<file path="src/rtl/apb_pkg.sv">
// apb_pkg: shared types and constants for the APB register completer.
// Holds the transfer FSM state enum, register address map and PADDR width.
package apb_pkg;

  localparam int ADDR_W = 3;

  typedef enum logic [1:0] {
    IDLE,
    WAIT,
    READY
  } state_t;

  localparam logic [ADDR_W-1:0] ADDR_R0  = 3'd0;
  localparam logic [ADDR_W-1:0] ADDR_R1  = 3'd1;
  localparam logic [ADDR_W-1:0] ADDR_R2  = 3'd2;
  localparam logic [ADDR_W-1:0] ADDR_CNT = 3'd3;

endpackage

</file>
<file path="src/rtl/apb_completer.sv">
// apb_completer: APB completer with three RW registers and a RO transfer counter.
// Build option APB_COMPLETER_WAIT_EN inserts WAIT wait states per transfer.
module apb_completer
  import apb_pkg::state_t, apb_pkg::IDLE, apb_pkg::READY;
  import apb_pkg::ADDR_W, apb_pkg::ADDR_R0, apb_pkg::ADDR_R1;
  import apb_pkg::ADDR_R2, apb_pkg::ADDR_CNT;
#(
  parameter int m    = 8,
  parameter int WAIT = 2
) (
  input  logic              PCLK,
  input  logic              PRESET,
  input  logic              PSEL,
  input  logic              PENABLE,
  input  logic              PWRITE,
  input  logic [ADDR_W-1:0] PADDR,
  input  logic [m-1:0]      PWDATA,
  output logic [m-1:0]      PRDATA,
  output logic              PREADY,
  output logic              PSLVERR,
  output logic [m-1:0]      o_reg0
);

  localparam logic [3:0] WAIT_CFG = 4'(WAIT);

  state_t            r_state;
  state_t            w_state_nxt;
  logic [ADDR_W-1:0] r_addr;
  logic              r_write;
  logic [m-1:0]      r_wdata;
  logic [m-1:0]      r_rdata;
  logic              r_err;
  logic [m-1:0]      r_reg [3];
  logic [m-1:0]      r_cnt;
  logic [m-1:0]      w_rd;
  logic              w_err;
  logic              w_setup;
  logic              w_commit;

`ifdef APB_COMPLETER_WAIT_EN
  logic [3:0]        r_wcnt;
  logic [3:0]        w_wcnt_nxt;
`else
  logic [3:0]        w_unused_wait;
  assign w_unused_wait = WAIT_CFG;
`endif

  assign w_setup  = (r_state == IDLE) && PSEL && !PENABLE;
  assign w_commit = (r_state == READY) && PSEL && PENABLE;

  assign PREADY  = (r_state == READY);
  assign PSLVERR = PREADY ? r_err : 1'b0;
  assign PRDATA  = (PREADY && !r_write) ? r_rdata : '0;
  assign o_reg0  = r_reg[0];

  // read-data mux and error decode, sampled at capture
  always_comb begin
    w_rd = '0;
    unique case (PADDR)
      ADDR_R0:  w_rd = r_reg[0];
      ADDR_R1:  w_rd = r_reg[1];
      ADDR_R2:  w_rd = r_reg[2];
      ADDR_CNT: w_rd = r_cnt;
      default:  w_rd = '0;
    endcase
    w_err = PWRITE ? (PADDR >= ADDR_CNT) : (PADDR > ADDR_CNT);
  end

  // FSM state register
  always_ff @(posedge PCLK or posedge PRESET) begin
    if (PRESET) r_state <= IDLE;
    else        r_state <= w_state_nxt;
  end

`ifdef APB_COMPLETER_WAIT_EN
  // wait-state down-counter
  always_ff @(posedge PCLK or posedge PRESET) begin
    if (PRESET) r_wcnt <= '0;
    else        r_wcnt <= w_wcnt_nxt;
  end
`endif

  // next-state logic: setup capture, wait countdown, commit or abort
  always_comb begin
    w_state_nxt = r_state;
`ifdef APB_COMPLETER_WAIT_EN
    w_wcnt_nxt  = r_wcnt;
`endif
    unique case (r_state)
      IDLE: begin
        if (w_setup) begin
`ifdef APB_COMPLETER_WAIT_EN
          w_wcnt_nxt  = WAIT_CFG;
          w_state_nxt = (WAIT_CFG != 4'd0) ? apb_pkg::WAIT : READY;
`else
          w_state_nxt = READY;
`endif
        end
      end
`ifdef APB_COMPLETER_WAIT_EN
      apb_pkg::WAIT: begin
        if (!PSEL) begin
          w_state_nxt = IDLE;
          w_wcnt_nxt  = '0;
        end else if (PENABLE) begin
          w_wcnt_nxt = r_wcnt - 4'd1;
          if (r_wcnt == 4'd1) w_state_nxt = READY;
        end
      end
`endif
      READY: begin
        if (!PSEL || PENABLE) w_state_nxt = IDLE;
      end
      default: w_state_nxt = IDLE;
    endcase
  end

  // capture, register commit and transfer counter
  always_ff @(posedge PCLK or posedge PRESET) begin
    if (PRESET) begin
      r_addr   <= '0;
      r_write  <= 1'b0;
      r_wdata  <= '0;
      r_rdata  <= '0;
      r_err    <= 1'b0;
      r_cnt    <= '0;
      r_reg[0] <= '0;
      r_reg[1] <= '0;
      r_reg[2] <= '0;
    end else begin
      if (w_setup) begin
        r_addr  <= PADDR;
        r_write <= PWRITE;
        r_wdata <= PWDATA;
        r_rdata <= PWRITE ? '0 : w_rd;
        r_err   <= w_err;
      end
      if (w_commit) begin
        r_cnt <= r_cnt + 1'b1;
        if (r_write && (r_addr < ADDR_CNT))
          r_reg[r_addr[1:0]] <= r_wdata;
      end
    end
  end

endmodule

</file>
<file path="config.mk">
export PLATFORM = sky130hd
export DESIGN_NAME = apb_completer
export DESIGN_NICKNAME = d
export VERILOG_FILES = /design/src/rtl/apb_pkg.sv /design/src/rtl/apb_completer.sv
export SDC_FILE = /design/constraint.sdc
export NUM_CORES = 1
export LEC_CHECK = 0
export CAP_MARGIN = 5
export CORE_MARGIN = 4
export CORE_UTILIZATION = 56
export CTS_BUF_LIST = sky130_fd_sc_hd__clkbuf_8
export CTS_CLUSTER_SIZE = 12
export DETAILED_ROUTE_END_ITERATION = 12
export GPL_TIMING_DRIVEN = 0
export HOLD_SLACK_MARGIN = 0.02
export PLACE_DENSITY = 0.81
export SLEW_MARGIN = 30
export SYNTH_ARGS = -nofsm -noshare
export SYNTH_HDL_FRONTEND = slang
export SYNTH_SLANG_ARGS = --single-unit
export TNS_END_PERCENT = 10
</file>
<file path="constraint.sdc">
create_clock -name PCLK -period 2.2 [get_ports PCLK]
set_input_delay 0.22 -clock PCLK [delete_from_list [all_inputs] [get_ports PCLK]]
set_output_delay 0.22 -clock PCLK [all_outputs]
set_load 0.03 [all_outputs]
</file>
==> results of run 1 <==
[power groups by stage]
stage | Sequential (mW) | Combinational [mW] | Clock (mW)
after detailed placement | 1.33 | 0.519 | 0
after global placement | 1.30 | 0.495 | 0
final | 1.31 | 0.519 | 0.660
after global routing | 1.33 | 0.563 | 0.707
after CTS | 1.31 | 0.525 | 0.665
after floorplan | 1.27 | 0.375 | 0
[repair_timing]
item | 4_1_cts | 5_1_grt
hold endpoints to repair | 0 | 0
gates resized for setup | 1 | 4
pin swaps | 0 | 0
setup endpoints to repair | 8 | 8
setup buffers | 0 | 0
[synthesized netlist by cell type, drive strengths merged, types with 3 or more instances]
library cell	number	area, um2
nand3	3	27.5
nand2	3	11.3
o22ai	8	50.1
mux2	37	447
a22o	8	70.1
xor2	4	35.0
xnor2	3	26.3
and2	9	56.3
nor3	3	20.0
buf	14	93.8
dfrtp	54	1350
mux2i	16	160
[worst max-delay path, stage by stage (launching register included)]
cell and delay [ns]:
dfrtp_2 0.46, nor2b_4 0.23, and2_1 0.15, clkdlybuf4s50_1 0.66
[kinds of logic (layout without fill, tap and decap cells)]
family	count (synthesis)	after routing	share of synthesized area
XOR/XNOR	7	7	0.0244
adder cells (fa/ha/maj)	1	1	0.00497
AO/OA/AOI/OAI	18	18	0.0522
multiplexers	53	53	0.241
buffers and inverters	18	58	0.0433
AND/OR/NAND/NOR	32	32	0.0965
flip-flops	54	54	0.537
[layout make-up]
class,instances,share of cell area
inverters,2,0.00331
multi-input cells,111,0.351
plain buffers,16,0.0335
clock buffers,5,0.0227
clock inverters,3,0.0132
well taps,52,0.0215
repair buffers,32,0.108
flip-flops and latches,54,0.447
[layer usage]
metal	up-vias	GRT usage
li1	729	-
met2	36	0.347
met5	-	0
met1	791	0.256
met4	0	0.0751
met3	8	0.0414
[how the worst max path moves through the flow]
stage	endpoint	slack, ns	cells after the start
2_1_floorplan	o_reg0[0]	0.38	4
3_3_place_gp	r_wdata[5]	-0.15	2
3_5_place_dp	r_reg[4]	0.08	4
4_1_cts	PRDATA[0]	0.03	3
5_1_grt	PRDATA[0]	0.08	3
6_report	PRDATA[0]	0.17	3
==> impl_metrics.py, run 1 <==
metrics = {
    "pwr": {
        "clkPwrFrac": 0.265,
        "p_per_area_nw_per_um2": 823,
        "seqPwrFrac": 0.526,
        "power_frac_comb": 0.209,
        "swShare": 0.286,
        "intPower_mw": 1.78,
        "ir_worst_vdd_uv": 636,
        "p_leak_nw": 1.46,
        "p_sw_uw": 712,
        "power_mw": 2.49,
    },
    "drt": {
        "ant_nets": 0,
        "route.met3.wl_um": 251,
        "drt_drc_violations_left": 0,
        "drt-met1-wl_um": 2220,
        "top_layer": "met4",
        "via_per_inst": 5.69,
        "routed-wl-met2_um": 2450,
        "wirelength_um": 4990,
        "wire_per_inst_um": 18.1,
        "vias": 1564,
        "drtPass1Iterations": 4,
        "drtIter0Drc": 47,
    },
    "clock_network": {
        "cts-root-buf": "clkbuf_8",
        "cts.clk_slew.worst_paths_ns": 0.10,
        "cts.path.max_buffers": 2,
        "cts.sinks": 54,
        "htree_num_levels": 2,
        "cts_buffers": 5,
        "clk_latency_ns": 0.31,
        "holdBufCountCts": 0,
        "cts_tree": "yes",
    },
    "cells_and_area": {
        "final_cell_mix": "dfrtp_1 (53), clkdlybuf4s50_1 (30), mux2_2 (26)",
        "fin_area_um2": 3030,
        "n_fill_cell": 313,
        "fin_cells": 275,
        "final_common_cell": "dfrtp_1",
        "regArea_um2": 1350,
        "area_delta_synth_final_pct": 20.3,
        "antenna_cells": 0,
        "largest_register_ffs": 16,
        "multi_input_area_um2": 1060,
        "drive_above_1_share": 0.283,
        "final_nets": 239,
        "final_core_util": 0.695,
    },
    "synthesis": {
        "synth_cell_types": 35,
        "syn-num-nets": 200,
        "ys_seq_area_frac": 0.537,
        "ys.flop_type": "dfrtp_1",
        "synth_seq_cells": 54,
        "yosysWarnings": 0,
        "async_flop_share": 1.00,
        "netlist_area_um2": 2510,
        "synth_edf_count": 0,
        "avgSynthCellArea_um2": 13.7,
        "syn-instance-count": 183,
    },
    "die": {
        "ioPinCount": 34,
        "start_util": 0.578,
        "core_area_um2": 4350,
        "die_x_um": 75.0,
        "die-area_um2": 5630,
        "die_height_um": 75.0,
        "placementRows": 24,
    },
    "place": {
        "io_buffer_count": 32,
        "dp_hpwl_um": 3550,
        "placed_area_um2": 2900,
        "dp_cells": 267,
        "dpl_worst_slack_ns": 0.0761,
        "gp_congestion": 0.812,
    },
    "timing": {
        "skew_ns": 0.0118,
        "finalHoldViolCount": 0,
        "max_freq_mhz": 492,
        "whs_ns": 0.337,
        "slew_violations": 0,
        "setup_violations": 0,
        "worstMarginPinSlew_ns": 0.673,
        "setup_slack_ns": 0.169,
        "relSlewSlack": 0.548,
        "period_needed_ns": 2.03,
        "tns_ns": 0,
        "grt_setup_unrepaired": "false",
        "finalCritPeriodShare": 0.923,
    },
    "setup_path": {
        "rr_endpoint": "r_reg[3]",
        "reg2reg_from": "r_addr[2]",
        "reg2regPathDepth": 3,
        "crit_start": "r_state[1]",
        "cp.arrival_ns": 1.81,
        "cp_max_fo": 8,
        "crit_path_end_kind": "output port",
        "cp.required_ns": 1.98,
        "worstSetupStartpointType": "flop",
        "reg2reg_slack_ns": 0.43,
        "crit_type": "flop to output port",
    },
    "flow_run": {
        "drv_cap": 0,
    },
    "global_route": {
        "grt_max_degree": 55,
        "grtUsageTotal": 0.204,
        "grt_first_pass_wirelength_um": 8450,
        "grt-ovfl-total": 0,
        "antenna_found_initial": 0,
        "grt_pass1_vias": 1700,
    },
    "min_path": {
        "hold_path_class": "input pin to async pin",
    },
    "run_status": {
        "status": "finished, final reports clean",
    },
}
Power figures use the tool's default switching activity.
==> run 2, diff against run 1 <==
--- a/config.mk
+++ b/config.mk
@@ -7,13 +7,13 @@
 export LEC_CHECK = 0
 export CAP_MARGIN = 5
 export CORE_MARGIN = 4
-export CORE_UTILIZATION = 56
+export CORE_UTILIZATION = 35
 export CTS_BUF_LIST = sky130_fd_sc_hd__clkbuf_8
 export CTS_CLUSTER_SIZE = 12
 export DETAILED_ROUTE_END_ITERATION = 12
 export GPL_TIMING_DRIVEN = 0
 export HOLD_SLACK_MARGIN = 0.02
-export PLACE_DENSITY = 0.81
+export REMOVE_ABC_BUFFERS = 1
 export SLEW_MARGIN = 30
 export SYNTH_ARGS = -nofsm -noshare
 export SYNTH_HDL_FRONTEND = slang
==> run 2 against run 1 <==
  * Global-route usage down 7.9 points
  * Critical path type unchanged
  * Flip-flop and latch count unchanged
  * Via count down 4.5%
  * Maximum frequency down 2.9%
  * Non-clock buffer count down 14
  * Utilization down 26 points
  * Sequential power about the same
  * Die area up 53%
  * Total power down 6.6%
  * Count of clock-buffer cells in the layout up 1
  * Routed wire length down 2.2%
  * Highest routed layer unchanged
  * First-iteration DRC count up 38%
==> impl_metrics.py, run 2 (synthesized netlist as in run 1, its figures left out) <==
metrics = {
    "clock_network": {
        "cts_tree": "yes",
        "clk_latency_ns": 0.30,
        "cts.sinks": 54,
        "cts.clk_slew.worst_paths_ns": 0.10,
        "htree_num_levels": 2,
        "cts-root-buf": "clkbuf_8",
        "cts.path.max_buffers": 2,
        "cts_buffers": 5,
    },
    "drt": {
        "via_per_inst": 4.90,
        "wire_per_inst_um": 16.0,
        "drtIter0Drc": 65,
        "drtPass1Iterations": 4,
        "ant_nets": 0,
        "wirelength_um": 4880,
        "vias": 1493,
        "drt_drc_violations_left": 0,
    },
    "flow_run": {
        "drv_cap": 0,
    },
    "timing": {
        "relSlewSlack": 0.515,
        "period_needed_ns": 2.09,
        "finalHoldViolCount": 0,
        "max_freq_mhz": 478,
        "finalCritPeriodShare": 0.951,
        "setup_violations": 0,
        "grt_setup_unrepaired": "false",
        "worstMarginPinSlew_ns": 0.721,
        "skew_ns": 0.00799,
        "slew_violations": 0,
        "tns_ns": 0,
    },
    "global_route": {
        "grt_pass1_vias": 1624,
        "grtUsageTotal": 0.125,
        "antenna_found_initial": 0,
        "grt_first_pass_wirelength_um": 8380,
        "grt_max_degree": 37,
        "grt-ovfl-total": 0,
    },
    "setup_path": {
        "reg2regPathDepth": 3,
        "reg2reg_from": "r_state[1]",
        "rr_endpoint": "r_rdata[5]",
        "cp_max_fo": 8,
        "crit_chain": "nor2b_4, and2_1, clkdlybuf4s50_1",
        "crit_type": "flop to output port",
        "cp_slowest_cell": "clkdlybuf4s50_1",
        "reg2reg_slack_ns": 0.17,
        "cp.arrival_ns": 1.87,
        "path_delay_family": "buffers and inverters",
        "worstSetupStartpointType": "flop",
        "crit_path_end_kind": "output port",
        "max_stage_delay_ns": 0.66,
        "critPathBufInv": 1,
        "cp.required_ns": 1.98,
    },
    "die": {
        "start_util": 0.366,
        "placementRows": 30,
        "ioPinCount": 34,
        "die_x_um": 92.8,
        "die_height_um": 92.8,
        "core_area_um2": 6870,
        "die-area_um2": 8610,
    },
    "cells_and_area": {
        "final_common_cell": "dfrtp_1",
        "largest_register_ffs": 16,
        "area_delta_synth_final_pct": 18.8,
        "final_nets": 225,
        "antenna_cells": 0,
        "drive_above_1_share": 0.254,
        "final_cell_mix": "dfrtp_1 (53), clkdlybuf4s50_1 (31), mux2_2 (26)",
    },
    "min_path": {
        "hold_path_class": "input pin to async pin",
    },
    "place": {
        "io_buffer_count": 33,
        "dp_hpwl_um": 3220,
        "gp_congestion": 0.748,
    },
    "pwr": {
        "p_per_area_nw_per_um2": 778,
        "power_mw": 2.32,
        "p_leak_nw": 1.37,
        "ir_worst_vdd_uv": 425,
    },
    "run_status": {
        "status": "finished, final reports clean",
    },
}
[run 2: cell count changes in the layout (fill, tap and decap cells not counted), sizes merged]
cell and delta:
clkinv -1, clkdlybuf4s50 +1, bufinv -1, inv +1, clkbuf -1, dlygate4sd2 +1, buf -12, dlymetal6s2s -2
[run 2: report_power, final]
group | leakage [nW] | switching, mW | internal (mW)
Clock | 0.0524 | 0.313 | 0.250
Combinational | 0.610 | 0.210 | 0.259
Sequential | 0.710 | 0.143 | 1.15
[run 2: area by class of cell]
type	instances	area, um2
well taps	96	120
clock buffers	6	82.6
multi-input cells	111	1070
repair buffers	34	344
clock inverters	2	8.76
flip-flops and latches	54	1350
fillers	661	3880
inverters	2	10.0
[run 2: what timing repair did]
item | in CTS | in global routing
resized for setup | 5 | 0
buffers inserted | 0 | 0
hold buffers | 0 | 0
endpoints found under the hold margin | 0 | 0
endpoints found under the setup margin | 16 | 0
[run 2: metrics by stage]
step                hold WS [ns]  cells  area [um2]  setup slack [ns]   util
floorplan                  0.286    167        2410             0.344      -
global placement           0.457    296        2860            -0.455  0.417
detailed placement         0.469    297        2880            -0.326  0.419
CTS                        0.208    305        2990            0.0601  0.435
global route               0.213    305        2990           0.00118  0.435
finish                     0.207    305        2990             0.108  0.435
[run 2: per-layer routing]
layer  global-route usage  up-vias  share of wire
li1                     -      700              -
met1                0.172      763           0.49
met2                0.201       28           0.48
met3               0.0260        2          0.033
met4               0.0293        0         0.0047
met5                    0        -              0
[run 2: how the worst max path moves through the flow]
stage                     from    endpoint  slack [ns]  cells past startpoint
finish              r_state[1]   PRDATA[2]        0.11                      3
CTS                 r_state[1]   PRDATA[6]        0.06                      3
global placement          PSEL  r_rdata[2]       -0.46                      4
detailed placement        PSEL  r_rdata[0]       -0.33                      4
global route        r_state[1]   PRDATA[2]       0.001                      3
floorplan           r_state[1]  r_rdata[0]        0.34                      3
==> run 3, diff against run 2 <==
--- a/config.mk
+++ b/config.mk
@@ -9,6 +9,7 @@
 export CORE_MARGIN = 4
 export CORE_UTILIZATION = 35
 export CTS_BUF_LIST = sky130_fd_sc_hd__clkbuf_8
+export CTS_CLUSTER_DIAMETER = 60
 export CTS_CLUSTER_SIZE = 12
 export DETAILED_ROUTE_END_ITERATION = 12
 export GPL_TIMING_DRIVEN = 0
==> results of run 3 <==
No change in the layout: final DEF, timing and power equal those of run 2.
